--- config.mk ---
export PLATFORM = sky130hd
export DESIGN_NAME = route_table_ctrl
export DESIGN_NICKNAME = d
export VERILOG_FILES = /design/src/rtl/route_table_ctrl.sv
export SDC_FILE = /design/constraint.sdc
export NUM_CORES = 1
export LEC_CHECK = 0
export BUFFER_PORTS_ARGS = -buffer_cell sky130_fd_sc_hd__buf_4
export CAP_MARGIN = 20
export CORE_MARGIN = 5
export CORE_UTILIZATION = 48
export DETAILED_ROUTE_END_ITERATION = 10
export PLACE_DENSITY = 0.67
export SETUP_SLACK_MARGIN = 0.5
export SLEW_MARGIN = 20
export SYNTH_ARGS = -nofsm -noshare
export SYNTH_HDL_FRONTEND = slang
export SYNTH_SLANG_ARGS = --single-unit
--- constraint.sdc ---
create_clock -name clk -period 61.3 [get_ports clk]
set_input_delay 12.26 -clock clk [delete_from_list [all_inputs] [get_ports clk]]
set_output_delay 12.26 -clock clk [all_outputs]
set_load 0.1 [all_outputs]
--- src/rtl/route_table_ctrl.sv ---
// rtl/route_table_ctrl.sv - route table loader and two-requester lookup arbiter
// Lookups are tagged so searcher responses return to their requester; loads drain the searcher first.
module route_table_ctrl #(
  parameter int LOOKUP_LAT  = 3,
  parameter int ENTRY_WORDS = 8
) (
  input  logic                      clk,
  input  logic                      rst,
  input  logic                      cfg_start,
  input  logic [6:0]                cfg_count,
  input  logic                      cfg_word_valid,
  input  logic [31:0]               cfg_word,
  output logic                      cfg_word_ready,
  output logic                      cfg_busy,
  output logic                      cfg_done,
  input  logic [1:0]                req_valid,
  input  logic [1:0][31:0]          req_ip,
  output logic [1:0]                req_ready,
  output logic [1:0]                rsp_valid,
  output logic                      srch_init_mode,
  output logic                      srch_init_entry_wr,
  output logic [32*ENTRY_WORDS-1:0] srch_init_entry_data,
  output logic [5:0]                srch_init_entry_addr,
  output logic                      srch_lookup_valid,
  output logic [31:0]               srch_lookup_dst_ip,
  input  logic                      srch_resp_valid,
  output logic                      err_unexpected,
  output logic                      err_missing
);
  typedef enum logic [1:0] {S_IDLE, S_DRAIN, S_LOAD, S_DONE} state_t;
  localparam int WCW = (ENTRY_WORDS > 1) ? $clog2(ENTRY_WORDS) : 1;
  localparam int DW  = 32 * ENTRY_WORDS;

  state_t              state_q, state_d;
  logic                last_q, last_d;
  logic [LOOKUP_LAT:0] tag_v_q, tag_v_d, tag_id_q, tag_id_d;
  logic                lk_valid_q, lk_valid_d;
  logic [31:0]         lk_ip_q, lk_ip_d;
  logic                err_unexp_q, err_unexp_d, err_miss_q, err_miss_d;
  logic [6:0]          eff_q, eff_d, entry_cnt_q, entry_cnt_d;
  logic [WCW-1:0]      word_cnt_q, word_cnt_d;
  logic                fin_q, fin_d;
  logic [DW-1:0]       buf_q, buf_d, data_q, data_d;
  logic                wr_q, wr_d;
  logic [5:0]          addr_q, addr_d;
  logic                busy_q, busy_d, mode_q, mode_d, done_q, done_d;

  logic                grant_any, grant_id, head_v, head_id, word_acc, entry_end;
  logic [6:0]          entry_idx;

  assign req_ready      = {2{(state_q == S_IDLE) && !cfg_start}};
  assign cfg_word_ready = (state_q == S_LOAD) && !fin_q;
  assign head_v         = tag_v_q[LOOKUP_LAT];
  assign head_id        = tag_id_q[LOOKUP_LAT];
  assign rsp_valid      = {srch_resp_valid && head_v && head_id,
                           srch_resp_valid && head_v && !head_id};
  assign word_acc       = cfg_word_ready && cfg_word_valid;
  assign entry_end      = word_acc && (word_cnt_q == WCW'(ENTRY_WORDS - 1));
  // Entry index includes a write retiring this cycle, so an entry completing now gets the next address.
  assign entry_idx      = entry_cnt_q + {6'd0, wr_q};

  always_comb begin
    grant_any = 1'b0;
    grant_id  = 1'b0;
    if (req_ready[0]) begin
      if (req_valid == 2'b11) begin
        grant_any = 1'b1;
        grant_id  = ~last_q;
      end else if (req_valid[0]) begin
        grant_any = 1'b1;
        grant_id  = 1'b0;
      end else if (req_valid[1]) begin
        grant_any = 1'b1;
        grant_id  = 1'b1;
      end
    end
  end

  always_comb begin
    state_d     = state_q;
    last_d      = grant_any ? grant_id : last_q;
    lk_valid_d  = grant_any;
    lk_ip_d     = grant_any ? req_ip[grant_id] : lk_ip_q;
    tag_v_d[0]  = grant_any;
    tag_id_d[0] = grant_id;
    for (int i = 1; i <= LOOKUP_LAT; i++) begin
      tag_v_d[i]  = tag_v_q[i-1];
      tag_id_d[i] = tag_id_q[i-1];
    end
    err_unexp_d = err_unexp_q | (srch_resp_valid & ~head_v);
    err_miss_d  = err_miss_q | (head_v & ~srch_resp_valid);

    buf_d      = buf_q;
    word_cnt_d = word_cnt_q;
    if (word_acc) begin
      buf_d[32*int'(word_cnt_q) +: 32] = cfg_word;
      word_cnt_d = entry_end ? '0 : word_cnt_q + WCW'(1);
    end
    // The write register is separate from the assembly buffer so the next entry can stream in immediately.
    wr_d        = entry_end;
    data_d      = entry_end ? buf_d : data_q;
    addr_d      = entry_end ? entry_idx[5:0] : addr_q;
    entry_cnt_d = entry_idx;
    fin_d       = fin_q | (entry_end && (entry_idx == eff_q - 7'd1));
    eff_d       = eff_q;

    case (state_q)
      S_IDLE: if (cfg_start) begin
        state_d = S_DRAIN;
        eff_d   = (cfg_count > 7'd64) ? 7'd64 : cfg_count;
      end
      S_DRAIN: if (tag_v_q == '0) begin
        state_d     = (eff_q == 7'd0) ? S_DONE : S_LOAD;
        entry_cnt_d = '0;
        word_cnt_d  = '0;
        fin_d       = 1'b0;
      end
      S_LOAD: if (wr_q && fin_q) state_d = S_DONE;
      S_DONE: state_d = S_IDLE;
    endcase

    busy_d = (state_d != S_IDLE);
    mode_d = (state_d == S_LOAD) || (state_d == S_DONE);
    done_d = (state_d == S_DONE);
  end

  always_ff @(posedge clk or posedge rst) begin
    if (rst) begin
      state_q     <= S_IDLE;
      last_q      <= 1'b1;
      tag_v_q     <= '0;
      tag_id_q    <= '0;
      lk_valid_q  <= 1'b0;
      lk_ip_q     <= '0;
      err_unexp_q <= 1'b0;
      err_miss_q  <= 1'b0;
      eff_q       <= '0;
      entry_cnt_q <= '0;
      word_cnt_q  <= '0;
      fin_q       <= 1'b0;
      buf_q       <= '0;
      data_q      <= '0;
      wr_q        <= 1'b0;
      addr_q      <= '0;
      busy_q      <= 1'b0;
      mode_q      <= 1'b0;
      done_q      <= 1'b0;
    end else begin
      state_q     <= state_d;
      last_q      <= last_d;
      tag_v_q     <= tag_v_d;
      tag_id_q    <= tag_id_d;
      lk_valid_q  <= lk_valid_d;
      lk_ip_q     <= lk_ip_d;
      err_unexp_q <= err_unexp_d;
      err_miss_q  <= err_miss_d;
      eff_q       <= eff_d;
      entry_cnt_q <= entry_cnt_d;
      word_cnt_q  <= word_cnt_d;
      fin_q       <= fin_d;
      buf_q       <= buf_d;
      data_q      <= data_d;
      wr_q        <= wr_d;
      addr_q      <= addr_d;
      busy_q      <= busy_d;
      mode_q      <= mode_d;
      done_q      <= done_d;
    end
  end

  assign cfg_busy             = busy_q;
  assign cfg_done             = done_q;
  assign srch_init_mode       = mode_q;
  assign srch_init_entry_wr   = wr_q;
  assign srch_init_entry_data = data_q;
  assign srch_init_entry_addr = addr_q;
  assign srch_lookup_valid    = lk_valid_q;
  assign srch_lookup_dst_ip   = lk_ip_q;
  assign err_unexpected       = err_unexp_q;
  assign err_missing          = err_miss_q;
endmodule

==> summary.md, run 1 <==
| Metric | Value |
|---|---|
| Result of the run | complete, no violations |
| GRT Residual Overflow | 0 |
| Effective utilization at floorplan | 0.4852 |
| Delay of the slowest cell on the worst path | 510 ps |
| Routed wire length per instance | 20.80 µm |
| Leading register cell type out of synthesis | sky130_fd_sc_hd__dfrtp_1 |
| Critical-path cell list | buf_4, nor3_1, buf_4 |
| Start-to-end type of the worst setup path | in -> out |
| Fraction of synthesized cell area taken by the top area cell type | 0.6322 |
| Area growth from synthesis to final layout | 24.12% |
| Area of the die | roughly 0.053 mm² |
| Post-Synthesis Cell Area | 0.02312 mm² |
| Syn_nets | 2,305 |
| Max H-tree Level | 2 |
| EDFF count, synth | 0 |
| Required time worst endpoint | 49,040 ps |
| CP top delay family | buffers and inverters |
| Slowest CP cell | sky130_fd_sc_hd__nor3_1 |
| Count of cells resized by post-cts repair | 0 |
| Top-count cell post-synth | sky130_fd_sc_hd__dfrtp_1 |
| Cell types occupying the most area after synthesis | sky130_fd_sc_hd__dfrtp_1 (63%), sky130_fd_sc_hd__nand2_1 (9.2%), sky130_fd_sc_hd__a31oi_1 (6.2%) |
| Setup ws final | 35,740 ps |
| Buffers inserted during post-CTS setup optimization | 0 |
| Fin util | 0.6022 |
| Seq/Total Area, Yosys | 0.6333 |
| Count of mapped cells out of synthesis | 2,185 |
| Register clock-pin slew on the reported worst setup and hold paths | 60 ps |
| Layout filler cell count | 3,959 |
| Number of clock sinks seen by CTS | 585 |
| Signal arrival time at the worst endpoint | 13,300 ps |
| Clock buffer depth | 3 |
| IR drop worst, VDD | roughly 0.043 mV |
| Die height | 229.5 µm |
| Unrepaired setup endpoints after global routing | false |
| Synth unique cells | 43 |
| Global-route wire length before repair | ~100 mm |
| Maximum number of pins on one net before global-route repair | 182 |
| Row count | 80 |
| Total number of vias | 17,600 |
| Antenna Violating Nets Remaining | 0 |
| Minimum clock period | between 20,000 and 30,000 ps |
| Total power density per cell area | roughly 42 mW/mm² |
| Library cell appearing most often on the critical path | sky130_fd_sc_hd__buf_4 |
| Class of the tightest hold or removal check | reg -> reg |
| Synth warnings | 0 |
| Gp weighted congestion | 0.8169 |
| Setup-violating endpoint count in the final report | 0 |
| Max-Slew Margin vs Limit | 0.2962 |
| Kind of end point of the critical path | primary output |
| Half-perimeter wire length after placement | 43.18 mm |
| Number of buffers and inverters on the critical path | 2 |
| Final Max Slew Viols | 0 |
| Root Driver | sky130_fd_sc_hd__clkbuf_16 |
| Syn Area/Cell | roughly 11 µm² |
| Antenna violations before repair | 1 |
| Part of the cycle the worst path needs | 0.4170 |
| Post-DR vias/cell | approximately 5.5 |
| Area leader, netlist | sky130_fd_sc_hd__dfrtp_1 |
| PortBufs | between 400 and 500 |
| Vias in the first global route | 17,610 |
| Top achievable clock speed | 0.03912 GHz |
| Crit Path Max Fanout | 6 |
| Die Width | 229.5 µm |
| # hold bufs at CTS | 0 |
| Number of primary I/O pins | roughly 420 |
| Nets@finish | 2,669 |
| Ranking of synthesized cells by instance count | sky130_fd_sc_hd__dfrtp_1 (584), sky130_fd_sc_hd__nand2_1 (567), sky130_fd_sc_hd__nor2_1 (242), sky130_fd_sc_hd__a31oi_1 (228), sky130_fd_sc_hd__nand3_1 (109) |
| Initial DRC Count | 1,478 |
| Hold violation count in the final report | 0 |
| Worst clock skew | between 20 and 25 ps |
| Number of storage elements in the synthesis netlist | approximately 590 |
| Number of buffers created by CTS | 59 |
| Floorplan core area | ~0.048 mm² |
| Overall power | ~0.0012 W |
| Clock tree from TritonCTS | built |
| Fraction of final layout cells with drive strength greater than 1 | 0.2921 |
| Post-place setup slack | approximately 36,000 ps |
| Worst-Margin Slew | 1051 ps |
| Total track usage | 0.2506 |
| Total Wirelength | 66.84 mm |
| Kind of start point of the critical path | primary input |
| Leakage power summed over all cells | approximately 15 nW |
| DRC Markers | 0 |
| Sum of negative setup slack | 0 ps |
| Router iterations before antenna repair | 8 |
| Clk_lat worst skew | 620 ps |
| Count of maximum capacitance violations | 0 |
| Async SR Flop Fraction | 1.000 |
## area by class of cell
type	instances	area, µm²	area share
clock buffer	98	1814	0.06323
clock inverter	12	181.4	0.006323
multi-input combinational	1453	7894	0.2751
tap	615	769.5	0.02682
timing repair buffer	434	3314	0.1155
antenna	1	2.502	0.00008722
inverter	16	75.07	0.002617
sequential	585	14640	0.5103
## sequential cells by signal (all words and copies together), names as in the netlist, 2 cells and up
signal / count
entry_cnt_q: 7
srch_init_entry_addr: 6
srch_init_entry_data: 256
tag_id_q: 4
buf_q: 256
eff_q: 7
word_cnt_q: 3
state_q: 2
tag_v_q: 4
srch_lookup_dst_ip: 32
## logic make-up after synthesis
| family | after synthesis | synth area share |
|---|---|---|
| AO/OA/AOI/OAI | 246 | 0.06620 |
| flip-flops | 585 | 0.6333 |
| multiplexers | 129 | 0.06771 |
| AND/OR/NAND/NOR | 1051 | 0.1927 |
| buffers and inverters | 147 | 0.02820 |
| adder cells (fa/ha/maj) | 10 | 0.005413 |
| XOR/XNOR | 17 | 0.006441 |
## stage by stage
| step | hold slack [ps] | cells | cell area (µm²) |
|---|---|---|---|
| finish | 348.3 | 3214 | 28690 |
| global route | 354.8 | 3213 | 28690 |
| CTS | 351.7 | 3212 | 28650 |
| detailed placement | 337.9 | 3102 | 26660 |
| global placement | 334.9 | 3101 | 26620 |
| floorplan | 331.2 | 2185 | 23120 |
## placed cells by master (no fill, tap or decap), types with 4 or more instances in the layout
| cell type | Yosys | routed |
|---|---|---|
| sky130_fd_sc_hd__nand2_1 | 567 | 567 |
| sky130_fd_sc_hd__ha_1 | 10 | 10 |
| sky130_fd_sc_hd__mux2_1 | 8 | 8 |
| sky130_fd_sc_hd__nor3_1 | 5 | 5 |
| sky130_fd_sc_hd__bufinv_16 | 0 | 4 |
| sky130_fd_sc_hd__nor2b_1 | 5 | 4 |
| sky130_fd_sc_hd__xor2_1 | 8 | 8 |
| sky130_fd_sc_hd__a31oi_1 | 228 | 228 |
| sky130_fd_sc_hd__xnor2_1 | 9 | 9 |
| sky130_fd_sc_hd__nand3_1 | 109 | 104 |
| sky130_fd_sc_hd__clkbuf_8 | 0 | 17 |
| sky130_fd_sc_hd__nor2_1 | 242 | 241 |
| sky130_fd_sc_hd__dfrtp_1 | 584 | 584 |
| sky130_fd_sc_hd__mux2_2 | 91 | 91 |
| sky130_fd_sc_hd__inv_1 | 15 | 14 |
| sky130_fd_sc_hd__nand3_2 | 1 | 5 |
| sky130_fd_sc_hd__buf_4 | 3 | 430 |
| sky130_fd_sc_hd__nand2b_1 | 8 | 8 |
| sky130_fd_sc_hd__clkbuf_16 | 0 | 60 |
| sky130_fd_sc_hd__mux2_4 | 30 | 30 |
| sky130_fd_sc_hd__or2_2 | 96 | 96 |
| sky130_fd_sc_hd__o21ai_0 | 10 | 10 |
| sky130_fd_sc_hd__clkinv_2 | 0 | 4 |
| sky130_fd_sc_hd__clkbuf_1 | 77 | 21 |
| sky130_fd_sc_hd__and3_1 | 5 | 4 |
## final timing paths
| kind | depth (start not counted) | start | to | slack, ps |
|---|---|---|---|---|
| max | 3 | cfg_start | req_ready[1] | 35740 |
| min | 0 | tag_id_q[2] | tag_id_q[3] | 350 |
| max reg2reg | 7 | word_cnt_q[0] | srch_init_entry_data[150] | 56780 |
| min reg2reg | 0 | tag_id_q[2] | tag_id_q[3] | 350 |
| max in group asynchronous | 4 | rst | buf_q[8] | 47260 |
| min in group asynchronous | 2 | rst | srch_init_entry_data[24] | 11790 |
## power breakdown
group	switching, W	leakage (nW)	internal [W]	total, W
clock network	0.000151	0.974	0.000218	0.000368
registers	0.0000254	8.00	0.000436	0.000461
logic	0.000274	5.99	0.0000919	0.000366
## layer usage
| metal | track usage | part of all wire | wire length (µm) |
|---|---|---|---|
| met1 | 0.3292 | 0.41 | 27170 |
| met2 | 0.4084 | 0.48 | 31990 |
| met3 | 0.07208 | 0.088 | 5874 |
| met4 | 0.07517 | 0.027 | 1812 |
| met5 | 0 | 0 | 0 |
No activity file was read; power rests on OpenSTA's default activity.
==> run 2, diff against run 1 <==
--- a/config.mk
+++ b/config.mk
@@ -10,7 +10,7 @@
 export CORE_MARGIN = 5
 export CORE_UTILIZATION = 48
 export DETAILED_ROUTE_END_ITERATION = 10
-export PLACE_DENSITY = 0.67
+export PLACE_DENSITY = 0.7
 export SETUP_SLACK_MARGIN = 0.5
 export SLEW_MARGIN = 20
 export SYNTH_ARGS = -nofsm -noshare
==> constraint.sdc (replaced) <==
create_clock -name clk -period 23.5 [get_ports clk]
set_input_delay 4.7 -clock clk [delete_from_list [all_inputs] [get_ports clk]]
set_output_delay 4.7 -clock clk [all_outputs]
set_load 0.1 [all_outputs]
==> summary.md, run 2 (same netlist as run 1, synthesis figures left out) <==
| Metric | Value |
|---|---|
| Area growth from synthesis to final layout | 24.50% |
| Most used cells in the layout excluding fill and tap cells | sky130_fd_sc_hd__dfrtp_1 (584), sky130_fd_sc_hd__nand2_1 (567), sky130_fd_sc_hd__buf_4 (434) |
| Total non-filler cell area in the finished layout | around 0.029 mm² |
| Nets@finish | 2,670 |
| Root Driver | sky130_fd_sc_hd__clkbuf_16 |
| Antenna diode instance count | 0 |
| Die Width | 229.5 µm |
| Total power density per cell area | 110.1 mW/mm² |
| Global-route wire length before repair | 103.2 mm |
| Unrepaired setup endpoints after global routing | false |
| Required time worst endpoint | 18,800 ps |
| Crit Path Max Fanout | 6 |
| Final Max Slew Viols | 0 |
| IR drop worst, VDD | approximately 0.12 mV |
| Row count | 80 |
| Total number of vias | 17,630 |
| Area of the die | 0.05265 mm² |
| Sum of negative setup slack | 0 ps |
| Buffers inserted during post-CTS setup optimization | 0 |
| Floorplan core area | 0.04765 mm² |
| Number of buffers created by CTS | 58 |
| Clk_lat worst skew | about 640 ps |
| Class of the tightest hold or removal check | reg -> reg |
| Post-DR vias/cell | 5.491 |
| Clock tree from TritonCTS | built |
| Internal Pwr Total | 0.001990 W |
| Register clock-pin slew on the reported worst setup and hold paths | 60 ps |
| Placed inst area | 0.02665 mm² |
| Gate power share | 0.301 |
| Number of clock sinks seen by CTS | about 590 |
| PortBufs | 415 |
| # hold bufs at CTS | 0 |
| Routed wire length per instance | 20.78 µm |
| Worst-Margin Slew | around 1100 ps |
| Max-Slew Margin vs Limit | 0.2673 |
| GRT Residual Overflow | 0 |
| Antenna Violating Nets Remaining | 0 |
| Router iterations before antenna repair | 7 |
| Count of cells resized by post-cts repair | 0 |
| Total net switching power | 0.001178 W |
| Number of primary I/O pins | approximately 420 |
| Setup-violating endpoint count in the final report | 0 |
| Total Wirelength | 66.71 mm |
| Part of the total power dissipated in sequential elements | 0.380 |
| Minimum clock period | 10,420 ps |
| Clock share of power | 0.319 |
| Half-perimeter wire length after placement | 43.37 mm |
| Most common cell after layout, fill and taps aside | sky130_fd_sc_hd__dfrtp_1 |
| Vias in the first global route | 17,590 |
| Max H-tree Level | 2 |
| Top achievable clock speed | 0.09595 GHz |
| Kind of start point of the critical path | primary input |
| Hold violation count in the final report | 0 |
| Total track usage | 0.2493 |
| Switching share of power | 0.3718 |
| Start-to-end type of the worst setup path | in -> out |
| Antenna violations before repair | 1 |
| DRC Markers | 0 |
| Die height | between 200 and 250 µm |
| Fraction of final layout cells with drive strength greater than 1 | 0.2958 |
| Clock buffer depth | 3 |
| Effective utilization at floorplan | 0.4852 |
| Signal arrival time at the worst endpoint | between 5000 and 6000 ps |
| Leakage power summed over all cells | between 15 and 20 nW |
| Count of maximum capacitance violations | 0 |
| Kind of end point of the critical path | primary output |
| Setup ws final | 13,080 ps |
| Final hold slack | between 300 and 400 ps |
| Maximum number of pins on one net before global-route repair | 174 |
| Initial DRC Count | 1,591 |
| Post-place setup slack | between 10,000 and 15,000 ps |
| Worst clock skew | 36.64 ps |
| Result of the run | complete, no violations |
| Gp weighted congestion | 0.7952 |
| Part of the cycle the worst path needs | 0.4435 |
| Fin util | 0.6040 |
## run 2: through the flow
step,std cells,total power (W)
detailed placement,3105,0.002178
finish,3211,0.003168
global placement,3104,0.002156
CTS,3211,0.003193
global route,3211,0.003300
floorplan,2185,0.001937
## run 2: area by class of cell
type,instances,area (µm²)
Tap cell,615,769.5
Multi-Input combinational cell,1453,7885
Inverter,16,80.08
Sequential cell,585,14640
Timing Repair Buffer,436,3289
Fill cell,3934,18870
Clock inverter,19,342.8
Clock buffer,87,1772
## run 2: final timing paths
| path | start | to | slack (ps) | depth (start not counted) |
|---|---|---|---|---|
| max in group asynchronous | rst | srch_init_entry_data[112] | 16860 | 4 |
| worst min-delay path | tag_id_q[0] | tag_id_q[1] | 350 | 0 |
| worst min register to register | tag_id_q[0] | tag_id_q[1] | 350 | 0 |
| worst max register to register | word_cnt_q[0] | srch_init_entry_data[94] | 19260 | 7 |
| min in group asynchronous | rst | srch_init_entry_data[216] | 4180 | 2 |
| worst max-delay path | cfg_start | req_ready[0] | 13080 | 3 |
## run 2: critical path, cell delays in order
cell and delay (ps):
sky130_fd_sc_hd__buf_4 120, sky130_fd_sc_hd__nor3_1 490, sky130_fd_sc_hd__buf_4 410
## run 2: per-layer routing
layer / share of wire / global-route usage / vias to the layer above / routed length [µm]
li1: - / - / 8036 / -
met4: 0.032 / 0.07856 / 0 / 2165
met2: 0.47 / 0.3978 / 618 / 31430
met1: 0.41 / 0.3339 / 8865 / 27510
met5: 0 / 0 / - / 0
met3: 0.084 / 0.07072 / 111 / 5606
## run 2: power by group through the flow
| stage | sequential [W] | clock, W | combinational [W] |
|---|---|---|---|
| after floorplan | 0.00162 | 0 | 0.000317 |
| after global placement | 0.00121 | 0 | 0.000941 |
| after detailed placement | 0.00122 | 0 | 0.000957 |
| after CTS | 0.00120 | 0.00103 | 0.000959 |
| after global routing | 0.00122 | 0.00108 | 0.00101 |
| final | 0.00120 | 0.00101 | 0.000953 |
